**src/rtl/multi_lane_encoder_pkg.sv**
```systemverilog
// Shared types and constants for the multi-lane USB4 TX symbol encoder.
// Defines the speed modes, the d_sel codes, the sync headers and the per-mode symbol length.
package usb4_enc_pkg;

  typedef enum logic [1:0] {
    GEN2 = 2'd0,
    GEN4 = 2'd1,
    GEN3 = 2'd2
  } gen_speed_e;

  localparam logic [3:0] D_SEL_CTRL = 4'd8;
  localparam logic [3:0] D_SEL_IDLE = 4'd9;

  localparam logic [1:0] HDR66_DATA  = 2'b01;
  localparam logic [1:0] HDR66_CTRL  = 2'b10;
  localparam logic [3:0] HDR132_DATA = 4'b1010;
  localparam logic [3:0] HDR132_CTRL = 4'b0101;

  localparam int unsigned CNT_W = $clog2(17);

  // Reserved speed code 3 falls back to pass-through.
  function automatic gen_speed_e decode_speed(input logic [1:0] speed);
    case (speed)
      2'd1:    return GEN4;
      2'd2:    return GEN3;
      default: return GEN2;
    endcase
  endfunction

  function automatic logic [CNT_W-1:0] sym_len(input gen_speed_e mode);
    case (mode)
      GEN3:    return CNT_W'(8);
      GEN4:    return CNT_W'(16);
      default: return CNT_W'(1);
    endcase
  endfunction

endpackage

```
**src/rtl/multi_lane_encoder_if.sv**
```systemverilog
// Byte-stream input and symbol-stream output of the lane encoder, bundled as one port.
// The encoder sits on the slave side; the upstream mux / serializer pair is the master.
interface multi_lane_encoder_if #(
  parameter int unsigned NUM_LANES = 2,
  parameter int unsigned SYM_W     = 132
);

  logic [3:0]                 d_sel;
  logic [8*NUM_LANES-1:0]     lane_tx;
  logic                       in_valid;
  logic                       in_ready;
  logic [SYM_W*NUM_LANES-1:0] lane_tx_enc;
  logic                       enc_valid;
  logic                       enc_ready;
  logic                       new_sym;
  logic                       sym_ctrl;
  logic                       abort_pulse;

  modport master (
    output d_sel, lane_tx, in_valid, enc_ready,
    input  in_ready, lane_tx_enc, enc_valid, new_sym, sym_ctrl, abort_pulse
  );

  modport slave (
    input  d_sel, lane_tx, in_valid, enc_ready,
    output in_ready, lane_tx_enc, enc_valid, new_sym, sym_ctrl, abort_pulse
  );

endinterface

```
**src/rtl/multi_lane_encoder_enc_lane_packer.sv**
```systemverilog
// One lane's byte accumulator and header insertion.
// The formatted symbol already includes the byte written this cycle, so a completing beat can load directly.
module enc_lane_packer
  import usb4_enc_pkg::*;
#(
  parameter int unsigned SYM_W = 132
) (
  input  logic             clk,
  input  logic             rst_n,
  input  logic             clr,
  input  logic             wr,
  input  logic [3:0]       idx,
  input  logic [7:0]       data,
  input  gen_speed_e       mode,
  input  logic             ctrl,
  output logic [SYM_W-1:0] sym
);

  logic [127:0] acc, acc_nxt;
  logic [131:0] full;

  always_comb begin
    acc_nxt = acc;
    if (wr) begin
      if (idx == '0) acc_nxt = {120'b0, data};
      else           acc_nxt[8*idx +: 8] = data;
    end
    full = '0;
    case (mode)
      GEN3:    full[65:0] = {acc_nxt[63:0], ctrl ? HDR66_CTRL : HDR66_DATA};
      GEN4:    full       = {acc_nxt, ctrl ? HDR132_CTRL : HDR132_DATA};
      default: full[7:0]  = acc_nxt[7:0];
    endcase
    sym = SYM_W'(full);
  end

  always_ff @(posedge clk or negedge rst_n) begin
    if (!rst_n)   acc <= '0;
    else if (clr) acc <= '0;
    else          acc <= acc_nxt;
  end

endmodule

```
**src/rtl/multi_lane_encoder.sv**
```systemverilog
// Multi-lane 64b/66b, 128b/132b or pass-through encoder with valid/ready on both sides.
// Byte counter, speed tracking, abort detection and the FILL/HOLD output stage are shared by all lanes.
module multi_lane_encoder
  import usb4_enc_pkg::*;
#(
  parameter int unsigned NUM_LANES = 2,
  parameter int unsigned SYM_W     = 132
) (
  input  logic               enc_clk,
  input  logic               rst,
  input  logic               enable,
  input  logic [1:0]         gen_speed,
  multi_lane_encoder_if.slave bus
);

  localparam logic [0:0] FILL = 1'b0;
  localparam logic [0:0] HOLD = 1'b1;

  logic [0:0]                 state, state_nxt;
  logic [CNT_W-1:0]           cnt, cnt_nxt, idx;
  gen_speed_e                 mode_in, sym_mode, sym_mode_nxt;
  logic                       ctrl_q, ctrl_nxt;
  logic                       beat, abort, complete, out_free, load;
  logic                       in_ready_q, enc_valid_q, new_sym_q, sym_ctrl_q, abort_q;
  logic [SYM_W*NUM_LANES-1:0] sym_all, enc_sym;

  always_comb begin
    mode_in  = decode_speed(gen_speed);
    beat     = bus.in_valid & in_ready_q & (bus.d_sel != D_SEL_IDLE);
    // A speed change or idle beat only matters while a partial symbol exists.
    abort    = (cnt != '0) &
               ((bus.in_valid & (bus.d_sel == D_SEL_IDLE)) | (mode_in != sym_mode));
    idx      = abort ? '0 : cnt;
    sym_mode_nxt = sym_mode;
    ctrl_nxt     = ctrl_q;
    if (beat && idx == '0) begin
      sym_mode_nxt = mode_in;
      ctrl_nxt     = (bus.d_sel == D_SEL_CTRL);
    end
    complete = beat && (idx == sym_len(sym_mode_nxt) - CNT_W'(1));
    cnt_nxt  = cnt;
    if (beat)       cnt_nxt = complete ? '0 : idx + CNT_W'(1);
    else if (abort) cnt_nxt = '0;
    out_free  = !enc_valid_q || bus.enc_ready;
    load      = (state == FILL) ? (complete && out_free) : bus.enc_ready;
    state_nxt = state;
    if (state == FILL && complete && !out_free) state_nxt = HOLD;
    else if (state == HOLD && bus.enc_ready)    state_nxt = FILL;
  end

  for (genvar l = 0; l < NUM_LANES; l++) begin : g_lane
    enc_lane_packer #(.SYM_W(SYM_W)) u_packer (
      .clk   (enc_clk),
      .rst_n (rst),
      .clr   (!enable),
      .wr    (beat),
      .idx   (idx[3:0]),
      .data  (bus.lane_tx[8*l +: 8]),
      .mode  (sym_mode_nxt),
      .ctrl  (ctrl_nxt),
      .sym   (sym_all[SYM_W*l +: SYM_W])
    );
  end

  always_ff @(posedge enc_clk or negedge rst) begin
    if (!rst) begin
      state <= FILL;  cnt <= '0;  sym_mode <= GEN2;  ctrl_q <= 1'b0;
      in_ready_q <= 1'b0;  enc_valid_q <= 1'b0;  new_sym_q <= 1'b0;
      sym_ctrl_q <= 1'b0;  abort_q <= 1'b0;  enc_sym <= '0;
    end else if (!enable) begin
      state <= FILL;  cnt <= '0;  sym_mode <= GEN2;  ctrl_q <= 1'b0;
      in_ready_q <= 1'b0;  enc_valid_q <= 1'b0;  new_sym_q <= 1'b0;
      sym_ctrl_q <= 1'b0;  abort_q <= 1'b0;  enc_sym <= '0;
    end else begin
      state       <= state_nxt;
      cnt         <= cnt_nxt;
      sym_mode    <= sym_mode_nxt;
      ctrl_q      <= ctrl_nxt;
      in_ready_q  <= (state_nxt == FILL);
      enc_valid_q <= load | (enc_valid_q & !bus.enc_ready);
      new_sym_q   <= load;
      abort_q     <= abort;
      if (load) begin
        enc_sym    <= sym_all;
        sym_ctrl_q <= ctrl_nxt;
      end
    end
  end

  assign bus.in_ready    = in_ready_q;
  assign bus.enc_valid   = enc_valid_q;
  assign bus.new_sym     = new_sym_q;
  assign bus.sym_ctrl    = sym_ctrl_q;
  assign bus.abort_pulse = abort_q;
  assign bus.lane_tx_enc = enc_sym;

endmodule

```
**src/flat_wrapper.sv**
```systemverilog
// flat-port wrapper written by rule: the top's interface ports become plain ports
module multi_lane_encoder_flat import usb4_enc_pkg::*;
#(
  parameter int unsigned NUM_LANES = 2,
  parameter int unsigned SYM_W     = 132
)
  (enc_clk, rst, enable, gen_speed, bus_d_sel, bus_lane_tx, bus_in_valid, bus_enc_ready, bus_in_ready, bus_lane_tx_enc, bus_enc_valid, bus_new_sym, bus_sym_ctrl, bus_abort_pulse);
  multi_lane_encoder_if #(.NUM_LANES(NUM_LANES), .SYM_W(SYM_W)) bus_i ();
  input  logic enc_clk;
  input  logic rst;
  input  logic enable;
  input  logic [1:0] gen_speed;
  input wire logic [$bits(bus_i.d_sel)-1:0] bus_d_sel;
  input wire logic [$bits(bus_i.lane_tx)-1:0] bus_lane_tx;
  input wire logic [$bits(bus_i.in_valid)-1:0] bus_in_valid;
  input wire logic [$bits(bus_i.enc_ready)-1:0] bus_enc_ready;
  output wire logic [$bits(bus_i.in_ready)-1:0] bus_in_ready;
  output wire logic [$bits(bus_i.lane_tx_enc)-1:0] bus_lane_tx_enc;
  output wire logic [$bits(bus_i.enc_valid)-1:0] bus_enc_valid;
  output wire logic [$bits(bus_i.new_sym)-1:0] bus_new_sym;
  output wire logic [$bits(bus_i.sym_ctrl)-1:0] bus_sym_ctrl;
  output wire logic [$bits(bus_i.abort_pulse)-1:0] bus_abort_pulse;
  assign bus_i.d_sel = bus_d_sel;
  assign bus_i.lane_tx = bus_lane_tx;
  assign bus_i.in_valid = bus_in_valid;
  assign bus_i.enc_ready = bus_enc_ready;
  assign bus_in_ready = bus_i.in_ready;
  assign bus_lane_tx_enc = bus_i.lane_tx_enc;
  assign bus_enc_valid = bus_i.enc_valid;
  assign bus_new_sym = bus_i.new_sym;
  assign bus_sym_ctrl = bus_i.sym_ctrl;
  assign bus_abort_pulse = bus_i.abort_pulse;
  multi_lane_encoder #(.NUM_LANES(NUM_LANES), .SYM_W(SYM_W)) u_core (.enc_clk(enc_clk), .rst(rst), .enable(enable), .gen_speed(gen_speed), .bus(bus_i));
endmodule
```
**config.mk**
```make
export PLATFORM = sky130hd
export DESIGN_NAME = multi_lane_encoder_flat
export DESIGN_NICKNAME = d
export VERILOG_FILES = /design/src/rtl/multi_lane_encoder_pkg.sv /design/src/rtl/multi_lane_encoder_if.sv /design/src/rtl/multi_lane_encoder_enc_lane_packer.sv /design/src/rtl/multi_lane_encoder.sv /design/src/flat_wrapper.sv
export SDC_FILE = /design/constraint.sdc
export NUM_CORES = 1
export LEC_CHECK = 0
export ABC_CLOCK_PERIOD_IN_PS = 7200
export BUFFER_PORTS_ARGS = -buffer_cell sky130_fd_sc_hd__clkbuf_2
export CAP_MARGIN = 20
export CORE_AREA = 2 2 204 206
export DETAILED_ROUTE_END_ITERATION = 12
export DIE_AREA = 0 0 206 208
export MAX_ROUTING_LAYER = met4
export PLACE_DENSITY = 0.81
export SETUP_SLACK_MARGIN = 0.4
export SYNTH_ARGS = -nofsm -noshare
export SYNTH_HDL_FRONTEND = slang
export SYNTH_SLANG_ARGS = --single-unit
```
**constraint.sdc**
```tcl
create_clock -name enc_clk -period 7.2 [get_ports enc_clk]
set_clock_uncertainty 0.15 [all_clocks]
set_input_delay 1.44 -clock enc_clk [delete_from_list [all_inputs] [get_ports enc_clk]]
set_output_delay 1.44 -clock enc_clk [all_outputs]
set_load 0.01 [all_outputs]
```
==> results by group <==
Clocking
  • Total setup buffers inserted after CTS: 0
  • Bufs on Longest Clock Path: 3
  • Reg clk slew, reported paths: 60 ps
  • Worst skew pair latency: 620 ps
  • CTS tree: done
  • H-tree levels: 2
  • Hold Buf Count CTS: 0
  • Root Buffer: clkbuf_16
  • CTS sink cnt: 534
  • CTS buffer count: 53
  • Post-cts gate resize count: 0

Final layout
  • Diode count: 0
  • Fillers: 3075
  • Post-layout nets: 2576
  • Layout cells sized above 1: 19.3%
  • Area growth, synth to finish: 14.7%
  • Final non-filler cell area: 0.0277 mm²

Yosys
  • Sequential element share of the synthesized area: 55.3%
  • FF+latch count, synth: 534
  • Library cells used by synthesis: 69
  • Synth warn: 0
  • Syn Inst Count: 2375
  • Ys flop type: dfrtp_1
  • EDFF count, synth: 0
  • Net count after synthesis: 2410
  • Mapped cell area: 0.0242 mm²
  • Synth async-reset ratio: 100%
  • Mean area per synthesized cell: 10.2 µm²

Routing
  • DR vias: 20200
  • Drt initial violations: 2226
  • Via density: 6.48
  • First-pass DRT Iterations: 6
  • DRC Markers: 0
  • WL/cell: 24.3 µm
  • Final wirelength: 75800 µm
  • Antenna-violating nets left: 0

GRT
  • Total track usage: 36.6%
  • Total grt overflow: 0
  • Vias in the first global route: 19700
  • Largest net degree at the start of global routing: 277
  • Global-route wire length before repair: 117000 µm
  • Initial antenna violation count: 0

Critical path
  • Crit Path Max Fanout: 276
  • WP data required: 7490 ps
  • Critical Path AT: 7000 ps
  • Startpoint types: input port
  • Setup CP Type: input port to flip-flop
  • Crit. End Element: flip-flop

Power
  • Final Power: 6410 µW
  • Cell Int Power: 4860 µW
  • Net Switching: 1550 µW
  • Leakage: 0.0128 µW
  • Pwr/cell area: 231 mW/mm²
  • VDD IR-drop max: 0.188 mV
  • Sequential group share of total power: 47.1%
  • Sw frac: 24.1%
  • Clock share of power: 46.9%
  • Logic gate share of total power: 6.0%

Run
  • Maxcap violations: 0

Floorplanning
  • Initial Util: 59.6%
  • Cell Rows: 74
  • Die Width: 206 µm
  • Boundary pin count: 296
  • Die Span Y: 208 µm
  • Core ar.: 0.0406 mm²
  • Die Area: 0.0428 mm²

STA
  • Period utilization: 93.1%
  • Worst Tran Pin Value: 1630 ps
  • F_max: 149 MHz
  • Crit path time final: 6700 ps
  • Rel. slew slack: -8.51%
  • Unrepaired setup endpoints after global routing: false
  • # setup viols final: 0
  • WHS: 324 ps
  • TNS Setup: 0 ps
  • Final hold viol count: 0
  • Max-slew violations: 122

Placement
  • DP Area: 0.0258 mm²
  • Hpwl dp: 48500 µm
  • # port buffers: 295
  • GP Congestion: 0.924

Worst hold path
  • Hold/Removal Path Class: flip-flop to flip-flop

Outcome
  • Failing checks: max-slew violations
  • Outcome: finished with violations
-- cells in the final DEF (no fill, tap or decap), types with 39 or more instances in the layout --
master	n
dfrtp_1	534
o21ai_0	71
nand3_1	73
clkbuf_16	53
and3_1	40
nor2b_1	52
a22oi_1	60
clkbuf_2	293
o21ai_1	92
mux2i_1	107
nand2_1	332
o41ai_1	66
nor2_1	157
a21oi_1	76
buf_4	39
and2_1	161
-- stage by stage --
stage	setup slack [ps]	instances	util [%]
detailed placement	233	3018	63.7
finish	497	3118	68.4
CTS	817	3118	68.4
global route	424	3118	68.4
global placement	534	3018	63.7
floorplan	1380	2375	-
-- metal layers --
metal / GRT usage, % / up-vias / wire length [µm]
met1: 49.7 / 9986 / 30000
met2: 52.2 / 1185 / 33700
met5: - / - / 0
li1: - / 8742 / -
met3: 7.82 / 283 / 7720
met4: 18.2 / 0 / 4400
-- cell type report --
cell class                      instances  area, µm²  area share (%)
Sequential cell                       534      13400            48.2
Inverter                               18       68.8           0.248
Multi-Input combinational cell       1596       9880            35.6
Tap cell                              532        666            2.40
Timing Repair Buffer                  338       1870            6.76
Clock inverter                         26        384            1.38
Clock buffer                           74       1510            5.43
-- cell families after synthesis --
family / Yosys count / synth area share, %
compound gates: 576 / 17.1
xor+xnor: 4 / 0.145
fa+ha+maj: 8 / 0.414
buf+inv: 245 / 4.17
flops: 534 / 55.3
mux: 115 / 4.80
simple gates: 893 / 18.1
-- worst paths after layout --
check | slack [ps] | to | from | cells past startpoint
max in group asynchronous | 4570 | u_core.g_lane[0].u_packer.acc[2] | rst | 2
min in group asynchronous | 800 | u_core.bus.lane_tx_enc[131] | rst | 1
worst max-delay path | 500 | u_core.bus.lane_tx_enc[229] | bus_d_sel[1] | 17
worst max register to register | 1540 | u_core.bus.lane_tx_enc[229] | u_core.sym_mode[0] | 15
worst min-delay path | 320 | u_core.bus.lane_tx_enc[125] | u_core.bus.lane_tx_enc[125] | 2
worst min register to register | 320 | u_core.bus.lane_tx_enc[125] | u_core.bus.lane_tx_enc[125] | 2
-- cell usage after synthesis (13+ instances only) --
cell type | instances | area share, %
a22o_1 | 36 | 1.3
a21oi_1 | 77 | 1.6
clkbuf_1 | 163 | 2.5
o41ai_1 | 66 | 2.4
nor2_1 | 157 | 2.4
and3_1 | 40 | 1.0
buf_1 | 16 | 0.25
a32oi_1 | 24 | 0.87
o21ai_1 | 92 | 1.9
a221oi_1 | 13 | 0.47
dfrtp_1 | 534 | 55
nor3_1 | 15 | 0.31
nand2_1 | 334 | 5.2
and2_1 | 161 | 4.2
buf_2 | 41 | 0.85
a22oi_1 | 60 | 1.9
a32o_1 | 24 | 0.99
nor2b_1 | 52 | 1.3
nand3_1 | 73 | 1.5
o21ai_0 | 71 | 1.5
a211oi_1 | 15 | 0.47
nand2b_1 | 15 | 0.39
inv_1 | 16 | 0.25
a31o_2 | 20 | 0.72
mux2i_1 | 107 | 4.4
-- registers in the layout, indices dropped and copies added, names as in the netlist --
name                        cells
u_core.bus.lane_tx_enc        264
u_core.g_lane.u_packer.acc    256
u_core.cnt                      5
u_core.sym_mode                 2
u_core.bus.abort_pulse          1
u_core.bus.enc_valid            1
u_core.bus.in_ready             1
u_core.bus.new_sym              1
u_core.bus.sym_ctrl             1
u_core.ctrl_q                   1
u_core.state                    1
-- power groups by stage --
stage / clock network, µW / registers, µW / logic, µW
2_1_floorplan: 0 / 3070 / 203
3_3_place_gp: 0 / 3070 / 370
3_5_place_dp: 0 / 3070 / 374
4_1_cts: 3030 / 3020 / 375
5_1_grt: 3140 / 3020 / 410
6_report: 3010 / 3020 / 384
-- worst max-delay path: stages --
cell	delay [ps]
clkbuf_2	100
nor4bb_1	470
buf_4	260
and2_1	270
nor2_1	90
nand2_1	210
ha_1	290
inv_1	130
or3_1	480
a21oi_1	410
inv_1	90
ha_2	310
nor4_1	370
o2111a_1	440
a21oi_4	120
buf_12	240
o41ai_1	720
No activity file was read; power rests on OpenSTA's default activity.
